`src/rtl/t_subtractor.sv`:
```
// Bit-serial subtractor: recovers b from c = a + b, one bit per clock, LSB first.
// Handshake: start_i is a request pulse sampled only in IDLE; done_o is a one-cycle strobe, results hold until the next completion.
module t_subtractor (
  input  logic       clk,
  input  logic       rst,
  input  logic       start_i,
  input  logic [7:0] c_i,
  input  logic [3:0] a_i,
  output logic       busy_o,
  output logic       done_o,
  output logic [7:0] diff_o,
  output logic [3:0] b_o,
  output logic       neg_o,
  output logic       ovf_o,
  output logic [1:0] dbg_state
);

  typedef enum logic [1:0] {
    IDLE = 2'd0,
    RUN  = 2'd1,
    DONE = 2'd2
  } state_t;

  state_t     state;
  logic [7:0] c_sh;
  logic [7:0] a_sh;
  logic [7:0] acc;
  logic [2:0] cnt;
  logic       borrow;

  logic       c_bit;
  logic       a_bit;
  logic       d_bit;
  logic       b_next;
  logic [7:0] acc_next;
  logic       ovf_next;

  // 1-bit full subtractor on the LSBs of the shifting operand registers
  assign c_bit    = c_sh[0];
  assign a_bit    = a_sh[0];
  assign d_bit    = c_bit ^ a_bit ^ borrow;
  assign b_next   = (~c_bit & a_bit) | (~(c_bit ^ a_bit) & borrow);
  assign acc_next = {d_bit, acc[7:1]};
  assign ovf_next = ~b_next & (acc_next[7:4] != 4'd0);

  assign dbg_state = state;

  always_ff @(posedge clk) begin
    if (rst) begin
      state  <= IDLE;
      c_sh   <= 8'd0;
      a_sh   <= 8'd0;
      acc    <= 8'd0;
      cnt    <= 3'd0;
      borrow <= 1'b0;
      busy_o <= 1'b0;
      done_o <= 1'b0;
      diff_o <= 8'd0;
      b_o    <= 4'd0;
      neg_o  <= 1'b0;
      ovf_o  <= 1'b0;
    end else begin
      case (state)
        IDLE: begin
          done_o <= 1'b0;
          if (start_i) begin
            c_sh   <= c_i;
            a_sh   <= {4'd0, a_i};
            acc    <= 8'd0;
            cnt    <= 3'd0;
            borrow <= 1'b0;
            busy_o <= 1'b1;
            state  <= RUN;
          end
        end
        RUN: begin
          c_sh   <= c_sh >> 1;
          a_sh   <= a_sh >> 1;
          acc    <= acc_next;
          borrow <= b_next;
          cnt    <= cnt + 3'd1;
          // Visible outputs are only written on the final bit, never partially
          if (cnt == 3'd7) begin
            busy_o <= 1'b0;
            done_o <= 1'b1;
            diff_o <= acc_next;
            b_o    <= acc_next[3:0];
            neg_o  <= b_next;
            ovf_o  <= ovf_next;
            state  <= DONE;
          end
        end
        DONE: begin
          done_o <= 1'b0;
          state  <= IDLE;
        end
        default: begin
          busy_o <= 1'b0;
          done_o <= 1'b0;
          state  <= IDLE;
        end
      endcase
    end
  end

endmodule

```
`config.mk`:
```
export PLATFORM = sky130hd
export DESIGN_NAME = t_subtractor
export DESIGN_NICKNAME = d
export VERILOG_FILES = /design/src/rtl/t_subtractor.sv
export SDC_FILE = /design/constraint.sdc
export NUM_CORES = 1
export LEC_CHECK = 0
export BUFFER_PORTS_ARGS = -buffer_cell sky130_fd_sc_hd__buf_2
export CAP_MARGIN = 20
export CORE_AREA = 10 10 64 66
export CTS_BUF_LIST = sky130_fd_sc_hd__clkbuf_4
export CTS_CLUSTER_DIAMETER = 40
export DETAILED_ROUTE_END_ITERATION = 10
export DIE_AREA = 0 0 74 76
export PLACE_DENSITY_LB_ADDON = 0.05
export SKIP_LAST_GASP = 1
export SYNTH_ARGS = -nofsm -noshare
export SYNTH_HDL_FRONTEND = slang
export SYNTH_SLANG_ARGS = --single-unit
```
`constraint.sdc`:
```
create_clock -name clk -period 2 [get_ports clk]
set_clock_uncertainty 0.15 [all_clocks]
set_input_delay 0.3 -clock clk [delete_from_list [all_inputs] [get_ports clk]]
set_output_delay 0.3 -clock clk [all_outputs]
set_load 0.005 [all_outputs]
```
Yosys cells after proc, flatten, opt, wreduce, memory -nomap -nowiden

Cells that the tools add are included.

$add $sub $neg: 1
Equal/unequal tests: 5
Muxes and demuxes: 16
Bitwise logic cells: 11
Reductions and logical operators: 8

Operators by type and width:

| kind                | number |
|---|---|
| $pmux 8 s2          | 3 |
| $mux 8              | 3 |
| $pmux 3 s2          | 1 |
| $reduce_and 2->1    | 3 |
| $not 1->1           | 5 |
| $mux 2              | 2 |
| $ne 2x2->1 const B  | 2 |
| $pmux 2 s2          | 1 |
| $reduce_bool 4->1   | 1 |
| $add 3x1->3 const B | 1 |
| $and 1x1->1         | 3 |
| $eq 3x3->1 const B  | 1 |
| $mux 1              | 3 |
| $mux 3              | 1 |
| $pmux 1 s3          | 1 |
| $reduce_and 3->1    | 1 |
| $eq 2x1->1 const B  | 1 |
| $eq 2x2->1 const B  | 1 |
| $logic_not 2->1     | 1 |
| $pmux 1 s2          | 1 |
| $reduce_bool 2->1   | 1 |
| $reduce_or 2->1     | 1 |
| $xor 1x1->1         | 2 |
| $or 1x1->1          | 1 |

Register bits after elaboration: 46
Input bits: 15
Output and inout port bits: 18
Word-level logic and storage cells: 53

Depth between registers and ports, before layout

Word-level depth: 6
Mapped depth: 6
Mapped depth without buffers: 5

Worst setup path before layout

No wires, ideal clock.

Path kind: reg-to-reg
Start point: register c_sh[0]
End point: register ovf_o
Setup time: 70 ps
Data arrival time: 1,392 ps
Data required time: 1,780 ps
Setup slack: 388 ps
Cell stages (with the launch flop): 6
Path buffers: 0
Clock period less this slack: 1,612 ps
Path through: dfxtp_1 -> inv_1 -> fa_1 -> nor4b_1 -> or3_1 -> a21oi_1

Cells in the longest elaborated chain, start to end: 6
Elaborated cells between the ends (all ways): 10
Classes of those cells: bitwise (9); reduce/logical (1)

RTL lines:

| item                   | RTL line | text |
|---|---|---|
| from (decl)            | 25       | `logic [7:0] c_sh;` |
| from (signal assigned) | 67       | `c_sh <= c_i;` |
| from (signal assigned) | 77       | `c_sh <= c_sh >> 1;` |
| $xor 1x1->1            | 41, 42   |  |
| $not 1->1              | 42       | `assign b_next = (~c_bit & a_bit) \| (~(c_bit ^ a_bit) & borrow);` |
| $and 1x1->1            | 42       |  |
| $or 1x1->1             | 42       |  |
| $not 1->1              | 44       | `assign ovf_next = ~b_next & (acc_next[7:4] != 4'd0);` |
| $and 1x1->1 (*)        | 44       |  |
| to (signal assigned)   | 89       | `ovf_o <= ovf_next;` |
| to (decl)              | 14       | `output logic ovf_o,` |

Mark *: on every way between the ends. The rest lies on a longest branch, timed or not.
A chain may end at the register's enable or synchronous reset.

Final worst setup path

Same ends and word-level chain as after synthesis.

==> out/qor.yml <==
sta:
  worst-slew-pin-transition_ps: 452.3
  timing.final.crit_share_pct: 83.31
  setup_viol: 0
  fin_setup_tns_ps: 0
  fmax_mhz: 600.2
  relSlewSlack_pct: 69.85
  final.min_clock_period_ps: 1666
  hold_viol: 0
  drv_slew: 0
  rsz0062_at_grt: "no"
power_and_ir_drop:
  clkPwrFrac_pct: 30.0
  p_int_mw: 0.9644
  power_mw: 1.279
  p_sw_mw: 0.3142
  peakVddDrop_mv: 0.5112
  power-per-cell-area_nw_per_um2: 764.4
  p_leak_nw: 0.7519
  power_frac_seq_pct: 61.1
  comb_power_share_pct: 8.9
  swShare_pct: 24.57
yosys:
  synth.distinct_cells: 30
  post_synth.cell_area_avg_um2: 9.985
  ys_warn_count: 0
  yosys.area.top_type: "dfxtp_1"
  syn_nets: 169
  synth-main-ff-cell: "dfxtp_1"
  yosysMostFrequentCell: "dfxtp_1"
  synthTopCellsByArea: "dfxtp_1, mux2i_1, a211oi_1, a22o_1, nand2_1"
  synthArstFlopShare_pct: 0
  yosysSeqAreaShare_pct: 49.13
  synth_top_cell_area_share_pct: 49.13
  syn_inst: 151
  synth_common_cells: "dfxtp_1, nand2_1, nor2_1"
  synth_seq_cells: 37
  synth_area_um2: 1508
  synth_edf_count: 0
final_layout:
  drive_gt1_share_pct: 25.70
  final_nets: 196
  syn_to_final_growth_pct: 10.95
  seq_area_um2: 740.7
  multiInputGateArea_um2: 645.6
  diodes: 0
  fillers: 292
  final_core_util_pct: 57.14
setup_path:
  crit_required_ps: 2130
  end_kind: "flip-flop"
  worstSetupStartpointType: "flip-flop"
  critical_path.max_fanout: 3
  crit_type: "flip-flop to flip-flop"
  cp.arrival_ps: 1800
worst_hold_path:
  hold_class: "input pin to flip-flop"
routing:
  vias: 1125
  firstDrtPassIters: 4
  wirelength_um: 2853
  route.detailed.drc: 0
  ant_nets: 0
  wire_per_inst_um: 13.46
  first_iter_violations: 57
  viasPerCell: 5.307
grt:
  grt_pass1_wl_um: 4761
  grt_max_degree: 24
  antenna_found_initial: 0
  gr-total-overflow: 0
  grt_pass1_vias: 1118
  grt.total_usage_pct: 10.41
cts:
  numCtsBuffers: 5
  cts_root_buffer: "clkbuf_4"
  path_clk_slew_ps: 110
  post_cts_buffers: 0
  cts_hold_buf: 0
  cts_tree: "built"
  clock-sinks: 37
  h-tree-depth: 2
  clk_path_buf_depth: 2
  clock_latency_ps: 340
  postCtsResizedCells: 0
placement:
  port_buffers: 32
  dpl.hpwl_um: 2087
  gp_congestion: 0.7342
die:
  initial_core_util_pct: 51.50
  ios: 33
  coreArea_um2: 2928
  fp.dieH_um: 76
  die_x_um: 74
  die_area_um2: 5624
  row_count: 20
run:
  maxCapViolations: 0
run_status:
  outcome: "finished clean"
## cell families (layout without fill, tap and decap cells)
family / count (synthesis) / after routing / share of synthesized area [%]
compound gates: 40 / 40 / 18.26
mux: 11 / 11 / 7.303
buf+inv: 17 / 45 / 8.050
flops: 37 / 37 / 49.13
simple gates: 43 / 43 / 14.27
fa+ha+maj: 3 / 3 / 2.987
## per-stage QoR
stage | cell area (um2) | hold WS (ps) | instances | worst slack, ps
final | 1673 | 131.4 | 212 | 333.8
after global routing | 1673 | 126.0 | 212 | 207.5
after CTS | 1673 | 117.7 | 212 | 319.1
after detailed placement | 1618 | 301.2 | 204 | 332.5
after global placement | 1618 | 291.2 | 204 | 353.4
after floorplan | 1508 | 282.1 | 151 | 387.9
## final timing paths
kind,from,slack [ps],end,cells after the start
min,rst,130,busy_o,2
max reg2reg,c_sh[0],330,ovf_o,5
min reg2reg,diff_o[5],310,diff_o[5],2
max,c_sh[0],330,ovf_o,5
## power groups by stage
| stage | registers [mW] | logic, mW | clock network, mW |
|---|---|---|---|
| 2_1_floorplan | 0.792 | 0.0951 | 0 |
| 3_3_place_gp | 0.797 | 0.113 | 0 |
| 3_5_place_dp | 0.798 | 0.115 | 0 |
| 4_1_cts | 0.782 | 0.116 | 0.401 |
| 5_1_grt | 0.785 | 0.130 | 0.433 |
| 6_report | 0.781 | 0.114 | 0.384 |
## layer usage
layer  GRT usage (%)  part of all wire (%)  routed length, um  up-vias
li1                -                     -                  -      580
met1           11.49                    45               1296      515
met2           16.55                    46               1309       26
met3           5.078                   7.3                209        4
met4           3.918                   1.3                 38        0
met5               0                     0                  0        -
## cell usage in the layout, fill, tap and decap left out, drive strengths merged, types with 4 or more instances in the layout
master and instances:
mux2i 11, a21oi 12, clkbuf 6, nand2 17
nor2 15, a22o 9, o21ai 4, dfxtp 37
buf 35, a211oi 11
## registers in the layout, indices dropped and copies added (netlist names), 2 cells and up
register and count:
diff_o 8, dbg_state 2, c_sh 8, cnt 3, a_sh 4, acc 7
## area by class of cell
class	instances	share of cell area (%)
flip-flops and latches	37	44.28
multi-input cells	97	38.59
repair buffers	35	10.92
clock buffers	6	2.693
well taps	33	2.468
clock inverters	2	0.5984
inverters	2	0.4488
## critical path, stage by stage, from the launching register on
cell     delay [ps]
dfxtp_1         340
inv_1            60
fa_1            500
nor4b_1         160
or3_1           300
a21oi_1         110
(Power assumes the default switching activity.)
